File: src/rtl/mem_cycle_ctrl.sv
// SRAM access sequencer: drives address latch, address-counter clock, output enable,
// write enable and data-bus driver enable for read and write cycles, with configurable
// phase lengths and multi-beat bursts.
// Optional build macro MEM_WAIT_EN adds a mem_wait input that stretches the access phase.
module mem_cycle_ctrl #(
  parameter int unsigned SETUP_CYC   = 1,
  parameter int unsigned ACCESS_CYC  = 1,
  parameter int unsigned RECOVER_CYC = 1,
  parameter int unsigned CNT_W       = 4,
  parameter int unsigned BURST_W     = 4
) (
  input  logic               clk,
  input  logic               reset,
  input  logic               read,
  input  logic               write,
  input  logic [BURST_W-1:0] burst_len,
`ifdef MEM_WAIT_EN
  input  logic               mem_wait,
`endif
  output logic               latch,
  output logic               count,
  output logic               not_oe,
  output logic               not_we,
  output logic               drive_en,
  output logic               reading,
  output logic               writing,
  output logic               busy,
  output logic               done
);

  // Reject phase lengths the timer cannot represent.
  if (SETUP_CYC < 1 || SETUP_CYC > (1 << CNT_W) ||
      ACCESS_CYC < 1 || ACCESS_CYC > (1 << CNT_W) ||
      RECOVER_CYC < 1 || RECOVER_CYC > (1 << CNT_W)) begin : g_bad_cfg
    $error("mem_cycle_ctrl: each *_CYC must be in 1..2**CNT_W");
  end

  // Timer counts down to zero, so it is loaded with length-1.
  localparam logic [CNT_W-1:0]   SetupLd   = CNT_W'(SETUP_CYC - 1);
  localparam logic [CNT_W-1:0]   AccessLd  = CNT_W'(ACCESS_CYC - 1);
  localparam logic [CNT_W-1:0]   RecoverLd = CNT_W'(RECOVER_CYC - 1);
  localparam logic [CNT_W-1:0]   TimerOne  = CNT_W'(1);
  localparam logic [BURST_W-1:0] BeatOne   = BURST_W'(1);

  typedef enum logic [2:0] {
    StIdle, StLatch, StSetup, StAccess, StHold, StRecover, StDecide
  } state_e;

  state_e             state_q, state_d;
  logic               mode_q, mode_d;   // 1 = write transaction, 0 = read
  logic [BURST_W-1:0] beats_q, beats_d;
  logic [CNT_W-1:0]   timer_q, timer_d;

  logic latch_d, count_d, not_oe_d, not_we_d, drive_en_d;
  logic reading_d, writing_d, busy_d, done_d;
  logic access_wait;
  logic same_req;

`ifdef MEM_WAIT_EN
  assign access_wait = mem_wait;
`else
  assign access_wait = 1'b0;
`endif

  // Burst continues only while the own-mode request is high and the other one is low.
  assign same_req = mode_q ? (write && !read) : (read && !write);

  // Next-state, phase timer, beat counter and decoded output values.
  always_comb begin
    state_d    = state_q;
    mode_d     = mode_q;
    beats_d    = beats_q;
    timer_d    = timer_q;
    latch_d    = 1'b0;
    count_d    = 1'b1;
    not_oe_d   = 1'b1;
    not_we_d   = 1'b1;
    drive_en_d = 1'b0;
    reading_d  = 1'b0;
    writing_d  = 1'b0;
    busy_d     = 1'b0;
    done_d     = 1'b0;

    unique case (state_q)
      StIdle: begin
        if (read ^ write) begin
          state_d = StLatch;
          mode_d  = write;
          beats_d = burst_len;
        end
      end
      StLatch: begin
        latch_d = 1'b1;
        state_d = StSetup;
        timer_d = SetupLd;
      end
      StSetup: begin
        count_d    = 1'b0;
        drive_en_d = mode_q;
        if (timer_q == '0) begin
          state_d = StAccess;
          timer_d = AccessLd;
        end else begin
          timer_d = timer_q - TimerOne;
        end
      end
      StAccess: begin
        count_d    = 1'b0;
        not_oe_d   = mode_q;
        not_we_d   = !mode_q;
        drive_en_d = mode_q;
        if (timer_q != '0) begin
          timer_d = timer_q - TimerOne;
        end else if (!access_wait) begin
          state_d = StHold;
        end
      end
      StHold: begin
        // count returns high here: this is the address-advance edge.
        not_oe_d   = mode_q;
        not_we_d   = !mode_q;
        drive_en_d = mode_q;
        state_d    = StRecover;
        timer_d    = RecoverLd;
      end
      StRecover: begin
        if (timer_q == '0) begin
          state_d = StDecide;
        end else begin
          timer_d = timer_q - TimerOne;
        end
      end
      StDecide: begin
        if (beats_q != '0 && same_req) begin
          beats_d = beats_q - BeatOne;
          state_d = StLatch;
        end else begin
          done_d  = 1'b1;
          state_d = StIdle;
        end
      end
      default: state_d = StIdle;
    endcase

    if (state_q != StIdle) begin
      busy_d    = 1'b1;
      reading_d = !mode_q;
      writing_d = mode_q;
    end
  end

  // State register and registered outputs; reset forces every strobe inactive at once.
  always_ff @(posedge clk) begin
    if (reset) begin
      state_q  <= StIdle;
      mode_q   <= 1'b0;
      beats_q  <= '0;
      timer_q  <= '0;
      latch    <= 1'b0;
      count    <= 1'b1;
      not_oe   <= 1'b1;
      not_we   <= 1'b1;
      drive_en <= 1'b0;
      reading  <= 1'b0;
      writing  <= 1'b0;
      busy     <= 1'b0;
      done     <= 1'b0;
    end else begin
      state_q  <= state_d;
      mode_q   <= mode_d;
      beats_q  <= beats_d;
      timer_q  <= timer_d;
      latch    <= latch_d;
      count    <= count_d;
      not_oe   <= not_oe_d;
      not_we   <= not_we_d;
      drive_en <= drive_en_d;
      reading  <= reading_d;
      writing  <= writing_d;
      busy     <= busy_d;
      done     <= done_d;
    end
  end

endmodule

File: config.mk
export PLATFORM = sky130hd
export DESIGN_NAME = mem_cycle_ctrl
export DESIGN_NICKNAME = d
export VERILOG_FILES = /design/src/rtl/mem_cycle_ctrl.sv
export SDC_FILE = /design/constraint.sdc
export NUM_CORES = 1
export LEC_CHECK = 0
export CAP_MARGIN = 5
export CORE_MARGIN = 2
export CORE_UTILIZATION = 30
export CTS_BUF_LIST = sky130_fd_sc_hd__clkbuf_8
export CTS_CLUSTER_SIZE = 24
export DETAILED_ROUTE_END_ITERATION = 8
export GPL_TIMING_DRIVEN = 0
export HOLD_SLACK_MARGIN = 0.02
export PLACE_DENSITY = 0.56
export SETUP_SLACK_MARGIN = 0.02
export SYNTH_ARGS = -nofsm -noshare
export SYNTH_HDL_FRONTEND = slang
export SYNTH_SLANG_ARGS = --single-unit
File: constraint.sdc
create_clock -name clk -period 1.7 [get_ports clk]
set_input_delay 0.51 -clock clk [delete_from_list [all_inputs] [get_ports clk]]
set_output_delay 0.51 -clock clk [all_outputs]
set_load 0.05 [all_outputs]
* After elaboration in Yosys (flattened, before gate mapping)
Cells that the tools add are included.
** Cells by class
- $add $sub $neg :: 2
- Equal/unequal tests :: 13
- Muxes and demuxes :: 18
- Bitwise gates (word level) :: 5
- Reduce and logical (&&, ||, !) cells :: 25
** Operators with widths (number)
- one-hot mux 3 bit (7 select lines) :: 1
- 2-to-1 mux 4 bit :: 5
- one-hot mux 4 bit (4 select lines) :: 1
- != test 2 bit, second input constant :: 7
- OR reduction 2 bit :: 7
- 2-to-1 mux 3 bit :: 4
- nonzero test 4 bit :: 3
- == test 3 bit, second input constant :: 3
- one-hot mux 4 bit (2 select lines) :: 1
- subtractor 4 x 1 -> 4 bit, second input constant :: 2
- == test 3 x 2 -> 1 bit, second input constant :: 2
- 2-to-1 mux 1 bit :: 6
- AND reduction 3 bit :: 2
- zero test 4 bit :: 1
- NOT 1 bit :: 4
- AND reduction 4 bit :: 1
- == test 3 x 1 -> 1 bit, second input constant :: 1
- logical AND 1 bit :: 3
- zero test 1 bit :: 3
- zero test 3 bit :: 1
- nonzero test 3 bit :: 1
- OR reduction 3 bit :: 1
- AND reduction 2 bit :: 1
- nonzero test 2 bit :: 1
- XOR 1 bit :: 1
** Storage, ports and cells
- Flip-flop bits (word level) :: 21
- Input bits :: 8
- Output and inout port bits :: 9
- Logic and storage cells :: 76

* Longest topological paths before layout
Gate-level depths: netlist of the first run.
- Word-level depth :: 6
- Gate-level depth with buffers :: 7
- Gate-level depth less buffers :: 6

* Worst setup path before layout of the first run
No wires, ideal clock.
- Path kind :: input -> register
- From :: input read
- To :: register beats_q[3]
- Library setup time :: 0.139 ns
- Arrival time :: 1.656 ns
- Data required time :: 1.561 ns
- Path slack :: -0.095 ns
- Stages :: 6
- Path buffers :: 0
- Cells stage by stage :: inv_1 > ha_1 > nor4_2 > mux2_1 > a21oi_1 > a311oi_1
** On the way
- Longest elaborated chain between the ends :: 6
- Elaborated cells on any way between the ends :: 9
- Classes of those cells :: eq/ne: 2; mux: 1; bitwise: 1; reduce/logical: 5
** RTL lines
- from (decl) :: RTL line 14 : input logic read,
- zero test 1 bit :: RTL line 66 : assign same_req = mode_q ? (write && !read) : (read && !write);
- logical AND 1 bit :: RTL line 66
- 2-to-1 mux 1 bit :: RTL line 66
- logical AND 1 bit :: RTL line 134 : if (beats_q != '0 && same_req) begin
- != test 2 bit (no line)
- AND reduction 3 bit (no line) (*)
- to (signal assigned) :: RTL line 171 : beats_q <= beats_d;
- to (decl) :: RTL line 51 : logic [BURST_W-1:0] beats_q, beats_d;
Every way passes the cells marked *; elsewhere a longest branch is shown, timed or not.
A chain may end at the register's enable or synchronous reset.

* Final worst setup path of the first run
- From :: register latch
- To :: output latch
** RTL lines
- from (decl) :: RTL line 20 : output logic latch,
- from (signal assigned) :: RTL line 173 : latch <= latch_d;
No word-level cell between the ends.

==> results of run 1 <==
-- cell usage in the layout (no fill, tap or decap), types with 3 or more instances in the layout --
master | netlist | routed
nand2b_1 | 4 | 4
dfxtp_1 | 21 | 18
nor2_1 | 14 | 14
inv_1 | 9 | 5
nor3_1 | 6 | 4
inv_2 | 0 | 3
clkbuf_8 | 0 | 3
nand2_1 | 6 | 6
dlygate4sd2_1 | 0 | 9
clkdlybuf4s50_1 | 0 | 5
a21oi_1 | 7 | 5
dfxtp_2 | 0 | 3
buf_4 | 1 | 4
a311oi_1 | 4 | 3
-- cell type report --
class                      count  area, µm²  area share (%)
clock buffer                   3      41.29           3.003
clock inverter                 1      5.005          0.3640
timing repair buffer          19      167.7           12.19
buffer                         4      27.53           2.002
multi-input combinational     79      615.6           44.77
tap                           46      57.56           4.186
sequential                    21      424.2           30.85
inverter                       9      36.28           2.639
-- worst min-delay path by stage --
stage / slack [ns] / start / endpoint / depth (start not counted)
after floorplan: 0.46 / beats_q[1] / beats_q[1] / 2
after global placement: 0.50 / beats_q[1] / beats_q[1] / 2
after detailed placement: 0.50 / beats_q[0] / beats_q[0] / 2
after CTS: 0.52 / beats_q[0] / beats_q[0] / 2
after global routing: 0.55 / beats_q[1] / beats_q[1] / 2
final: 0.52 / beats_q[1] / beats_q[1] / 2
-- power groups by stage --
| stage | logic [µW] | clock network, µW | registers (µW) |
|---|---|---|---|
| floorplan | 626 | 0 | 780 |
| global placement | 901 | 0 | 691 |
| detailed placement | 919 | 0 | 698 |
| CTS | 931 | 346 | 687 |
| global route | 1090 | 360 | 714 |
| finish | 981 | 329 | 700 |
-- worst reg2reg max path, delay by kind of cell (launching register included) --
family | cells | cell delay (ns)
AND/OR/NAND/NOR | 1 | 0.42
flip-flops | 1 | 0.34
adder cells (fa/ha/maj) | 1 | 0.16
buffers and inverters | 1 | 0.06
AO/OA/AOI/OAI | 2 | 0.52
-- timing repair --
| action | in CTS | in global routing |
|---|---|---|
| cloned | 0 | 0 |
| resized for setup | 17 | 20 |
| setup buffers | 3 | 0 |
| endpoints found under the setup margin | 18 | 7 |
| pin swaps | 2 | 9 |
-- metal layers --
layer / vias up / track usage, %
li1: 450 / -
met1: 399 / 13.77
met2: 15 / 20.83
met3: 4 / 3.964
met4: 0 / 3.889
met5: - / 0
-- synthesized netlist by cell type (all sizes together) (2+ instances only) --
master and n:
nor2 14, nand2b 4, xor2 2, nor2b 2, a211o 2, nand2 6, buf 3, nor4 3
o2111ai 2, ha 5, a221oi 2, a311oi 4, dfxtp 21, a21oi 7, inv 9, clkbuf 2
mux2 2, nor3 6, nand3 2
-- cells by family after synthesis --
kind of cell / share of synthesized area (%)
flops: 40.98
buf+inv: 6.341
fa+ha+maj: 6.098
simple gates: 22.68
compound gates: 18.17
xor+xnor: 2.561
mux: 3.171
-- per-stage QoR --
step                      area, µm²  hold WS, ns
after floorplan                1050       0.4605
after global placement         1267       0.4953
after detailed placement       1267       0.5039
after CTS                      1330       0.5160
after global routing           1375       0.5494
final                          1375       0.5192
==> metrics.csv, run 1 <==
stage,metric,value,unit
synth,Synth Net Count,127,
synth,post-synthesis sequential area ratio,40.98,%
die,Die Footprint,3904,µm²
clock_tree,worst-skew pair later-pin latency,0.26,ns
clock_tree,Worst-path clk slew,0.08,ns
global_routing,vias in the first global route,880,
layout,Final Core Density,41.53,%
run,maxcap violations,0,
drt,Routed WL,2233,µm
power_and_ir_drop,Power Density,1462,nW/µm²
drt,Wirelength per Cell,12.27,µm
power_and_ir_drop,VDD IR max,0.0009361,V
timing,FMAX,617.2,MHz
timing,Final TNS setup,0,ns
timing,RSZ-0062 raised after global routing,false,
layout,Final nets,150,
setup_path,max incr delay on CP,0.53,ns
die,# IOs,17,
drt,Via density,4.769,
die,# rows,21,
clock_tree,CTS Sinks,21,
power_and_ir_drop,P_sw,811.5,µW
power_and_ir_drop,Combinational Power Share,48.8,%
synth,Syn Std Cell Area,1026,µm²
die,Core Box Area,3311,µm²
drt,routed wl met3,92,µm
die,Die Span Y,62.48,µm
timing,fin. max-slew vios,0,
clock_tree,CTS tree,done,
setup_path,critical path depth,1,
drt,Met1 Routed Length,984,µm
power_and_ir_drop,total power,2010,µW
synth,Area contributors post-synth,"dfxtp_1 41%, ha_1 6.1%, nor2_1 5.1%",
global_routing,GRT Util Overall,11.97,%
clock_tree,number of CTS-inserted buffers,3,
drt,WL met2,1127,µm
global_routing,global-route wire length before repair,3808,µm
placement,placed insts,176,
drt,vias,868,
layout,Ant. Diodes,0,
synth,Post-Syn Instances,114,
placement,gpl congestion,0.7821,
global_routing,grt total ovfl,0,
placement,DP Worst Slack,-0.6771,ns
power_and_ir_drop,P_leak,0.0005750,µW
setup_path,Critical Path Start,latch,
synth,Yosys top cell area share,40.98,%
setup_path,Worst R2R Setup Slack,0.09,ns
worst_hold_path,min-delay worst type,register to register,
drt,number of routed nets with antenna violations,0,
timing,Final setup viols,0,
timing,fin worst setup slack,0.07969,ns
layout,share of cells above drive strength 1,25.74,%
setup_path,FF-to-FF End,timer_q[1],
setup_path,"Worst Path Class, Setup",register to output pin,
timing,Slew @ Worst Pin,0.4732,ns
setup_path,Crit path max-delay family,buffers and inverters,
synth,"Distinct cells, synth",39,
clock_tree,CTS Hold Bufs,0,
power_and_ir_drop,clock share of power,16.4,%
setup_path,CP Cell Sequence,dlygate4sd2_1,
synth,Mean Syn Cell Area,9.000,µm²
drt,1st-pass router iterations,4,
synth,YS warnings,0,
setup_path,Critical Path End Type,output pin,
drt,DRC viols,0,
setup_path,CP Launch Type,register,
timing,Max-slew headroom,68.16,%
placement,PortBufs,16,
layout,fin cells,182,
synth,"Top FF cell, synth",dfxtp_1,
setup_path,"Slowest-stage cell, CP",dlygate4sd2_1,
setup_path,critical path required time,1.19,ns
setup_path,Reg2Reg Depth,5,
layout,synth-to-layout area growth,34.02,%
synth,#FFs+latches synth,21,
run_status,status,"complete, no violations",
timing,Final period util,95.31,%
timing,"Hold Vio Cnt, Final",0,
placement,DP HPWL,1562,µm
die,Initial Util,30.99,%
setup_path,CP arrival,1.11,ns
synth,async set-reset flop share out of synthesis,0,%
power_and_ir_drop,Switching Fraction,40.37,%
clock_tree,Root Driver,clkbuf_8,
die,chip width,62.48,µm
clock_tree,CTS H-tree lvls,1,
power_and_ir_drop,Flop pwr share,34.8,%
layout,biggest regs,"beats_q (4), timer_q (4), state_q (3)",
synth,post-synth top area cell,dfxtp_1,
drt,top sig layer,met4,
setup_path,RR Startpoint,timer_q[0],
setup_path,crit path to,latch,
global_routing,largest net degree at the start of global routing,13,
synth,number of synthesized flops with an enable pin,0,
drt,initial DRC count,22,
setup_path,Crit Path Max Fanout,1,
global_routing,antenna violations before repair,0,
clock_tree,CTS max path bufs,2,
timing,Final min period,1.620,ns
timing,Clock Skews,0.003407,ns
layout,# fillers,365,
power_and_ir_drop,Int Power,1199,µW
setup_path,CP bufs+invs,1,
No activity file was read; power rests on OpenSTA's default activity.
==> run 2: changes to the inputs <==
--- a/config.mk
+++ b/config.mk
@@ -6,6 +6,7 @@
 export NUM_CORES = 1
 export LEC_CHECK = 0
 export CAP_MARGIN = 5
+export CORE_ASPECT_RATIO = 0.5
 export CORE_MARGIN = 2
 export CORE_UTILIZATION = 30
 export CTS_BUF_LIST = sky130_fd_sc_hd__clkbuf_8
==> run 2 against run 1 <==
Hold slack worse by 0.014 ns. Combinational power is 4.6% lower. First-iteration DRC count is 50% higher. Cell count is 2.7% lower. Count of clock-buffer cells in the layout stayed put.
==> metrics.csv, run 2 (synthesis results as in run 1) <==
stage,metric,value,unit
layout,Final nets,151,
placement,PortBufs,16,
clock_tree,CTS max path bufs,2,
drt,Wirelength per Cell,11.67,µm
timing,FMAX,606.2,MHz
timing,Max-slew headroom,67.65,%
global_routing,grt total ovfl,0,
power_and_ir_drop,clock share of power,16.4,%
setup_path,CP arrival,1.78,ns
die,Core Box Area,3136,µm²
setup_path,Crit Path Max Fanout,7,
timing,Final period util,97.04,%
timing,fin. max-slew vios,0,
timing,RSZ-0062 raised after global routing,true,
setup_path,"Worst Path Class, Setup",register to register,
clock_tree,worst-skew pair later-pin latency,0.26,ns
layout,biggest regs,"beats_q (4), timer_q (4), state_q (3)",
drt,DRC viols,0,
run_status,status,"complete, no violations",
worst_hold_path,min-delay worst type,register to register,
die,# rows,14,
layout,share of cells above drive strength 1,18.25,%
setup_path,Reg2Reg Depth,6,
timing,Final min period,1.650,ns
setup_path,CP Launch Type,register,
global_routing,GRT Util Overall,11.07,%
setup_path,RR Startpoint,timer_q[0],
drt,Routed WL,2066,µm
power_and_ir_drop,Switching Fraction,39.57,%
die,Initial Util,32.72,%
die,Die Span Y,45.35,µm
clock_tree,Worst-path clk slew,0.08,ns
clock_tree,number of CTS-inserted buffers,3,
setup_path,Critical Path End Type,register,
timing,Slew @ Worst Pin,0.4872,ns
drt,initial DRC count,33,
timing,fin worst setup slack,0.05024,ns
layout,"most common cell after layout, fill and taps aside",dfxtp_1,
clock_tree,CTS Hold Bufs,0,
placement,DP Worst Slack,-0.6955,ns
drt,1st-pass router iterations,4,
clock_tree,CTS Sinks,21,
worst_hold_path,Hold Path Depth,2,
run,maxcap violations,0,
placement,DP HPWL,1493,µm
die,chip width,86.71,µm
layout,Finished Cell Area,1330,µm²
global_routing,global-route wire length before repair,3194,µm
setup_path,Worst R2R Setup Slack,0.05,ns
layout,Ant. Diodes,0,
timing,"Hold Vio Cnt, Final",0,
power_and_ir_drop,P_leak,0.0005767,µW
setup_path,FF-to-FF End,state_q[0],
setup_path,critical path required time,1.83,ns
global_routing,vias in the first global route,729,
global_routing,antenna violations before repair,0,
power_and_ir_drop,P_sw,766.7,µW
power_and_ir_drop,Int Power,1171,µW
clock_tree,CTS H-tree lvls,1,
placement,Placement Cell Area,1260,µm²
power_and_ir_drop,Combinational Power Share,48.3,%
drt,number of routed nets with antenna violations,0,
clock_tree,CTS tree,done,
power_and_ir_drop,Flop pwr share,35.3,%
worst_hold_path,critical hold path startpoint,beats_q[0],
placement,gpl congestion,0.6733,
die,# IOs,17,
drt,Via density,4.881,
timing,Final setup viols,0,
power_and_ir_drop,VDD IR max,0.0004772,V
power_and_ir_drop,Power Density,1457,nW/µm²
layout,synth-to-layout area growth,29.63,%
drt,vias,864,
clock_tree,Root Driver,clkbuf_8,
worst_hold_path,hold endpoint,beats_q[0],
layout,"commonest non-fill, non-tap cells in the layout","21 x dfxtp_1, 14 x nor2_1, 9 x dlygate4sd2_1, 8 x inv_1",
die,Die Footprint,3932,µm²
global_routing,largest net degree at the start of global routing,12,
timing,Clock Skews,0.004037,ns
[run 2: through the flow]
step,TNS (ns),util (%),cells,hold slack [ns],total power [µW]
after floorplan,-0.002498,-,114,0.4605,1406
after global placement,-3.556,40.18,170,0.4991,1607
after detailed placement,-3.562,40.18,170,0.4919,1604
after CTS,0,41.86,176,0.5031,1933
after global routing,-0.01745,42.42,177,0.5442,2087
final,0,42.42,177,0.5048,1938
[run 2: worst max-delay path by stage]
stage	start	endpoint	slack, ns	depth (start not counted)
finish	timer_q[0]	state_q[0]	0.05	6
global route	timer_q[0]	state_q[0]	-0.02	6
CTS	write	state_q[0]	0.02	7
detailed placement	read	beats_q[3]	-0.70	7
global placement	read	beats_q[3]	-0.69	7
floorplan	write	beats_q[3]	-0.002	5
[run 2: power groups by stage]
stage | clock network (µW) | logic (µW) | registers [µW]
final | 318 | 936 | 684
after global routing | 352 | 1040 | 698
after detailed placement | 0 | 908 | 695
after floorplan | 0 | 626 | 780
after CTS | 332 | 918 | 683
after global placement | 0 | 912 | 695
[run 2: final cells by class]
cell class / instances / area [µm²]
inverters: 9 / 36.28
clock inverters: 1 / 3.754
multi-input cells: 79 / 581.8
flip-flops and latches: 21 / 420.4
plain buffers: 4 / 27.53
well taps: 40 / 50.05
fillers: 319 / 1805
clock buffers: 3 / 41.29
repair buffers: 20 / 168.9
[run 2: repair_timing]
| item | CTS | global route |
|---|---|---|
| setup buffers | 3 | 1 |
| resized for setup | 12 | 10 |
| setup endpoints to repair | 14 | 5 |
| pin swaps | 4 | 6 |
[run 2: layer usage]
metal  vias to the layer above  track usage (%)  part of all wire, %
met4                         0            4.688                  1.5
met5                         -                0                    0
met1                       391            13.79                   52
met3                         2            4.388                  4.2
li1                        455                -                    -
met2                        16            17.38                   42
[run 2: critical path, stage by stage (launching register included)]
cell	delay, ns
dfxtp_1	0.33
inv_1	0.08
ha_1	0.16
or3b_4	0.42
and3_1	0.18
a311oi_1	0.25
a221oi_1	0.11
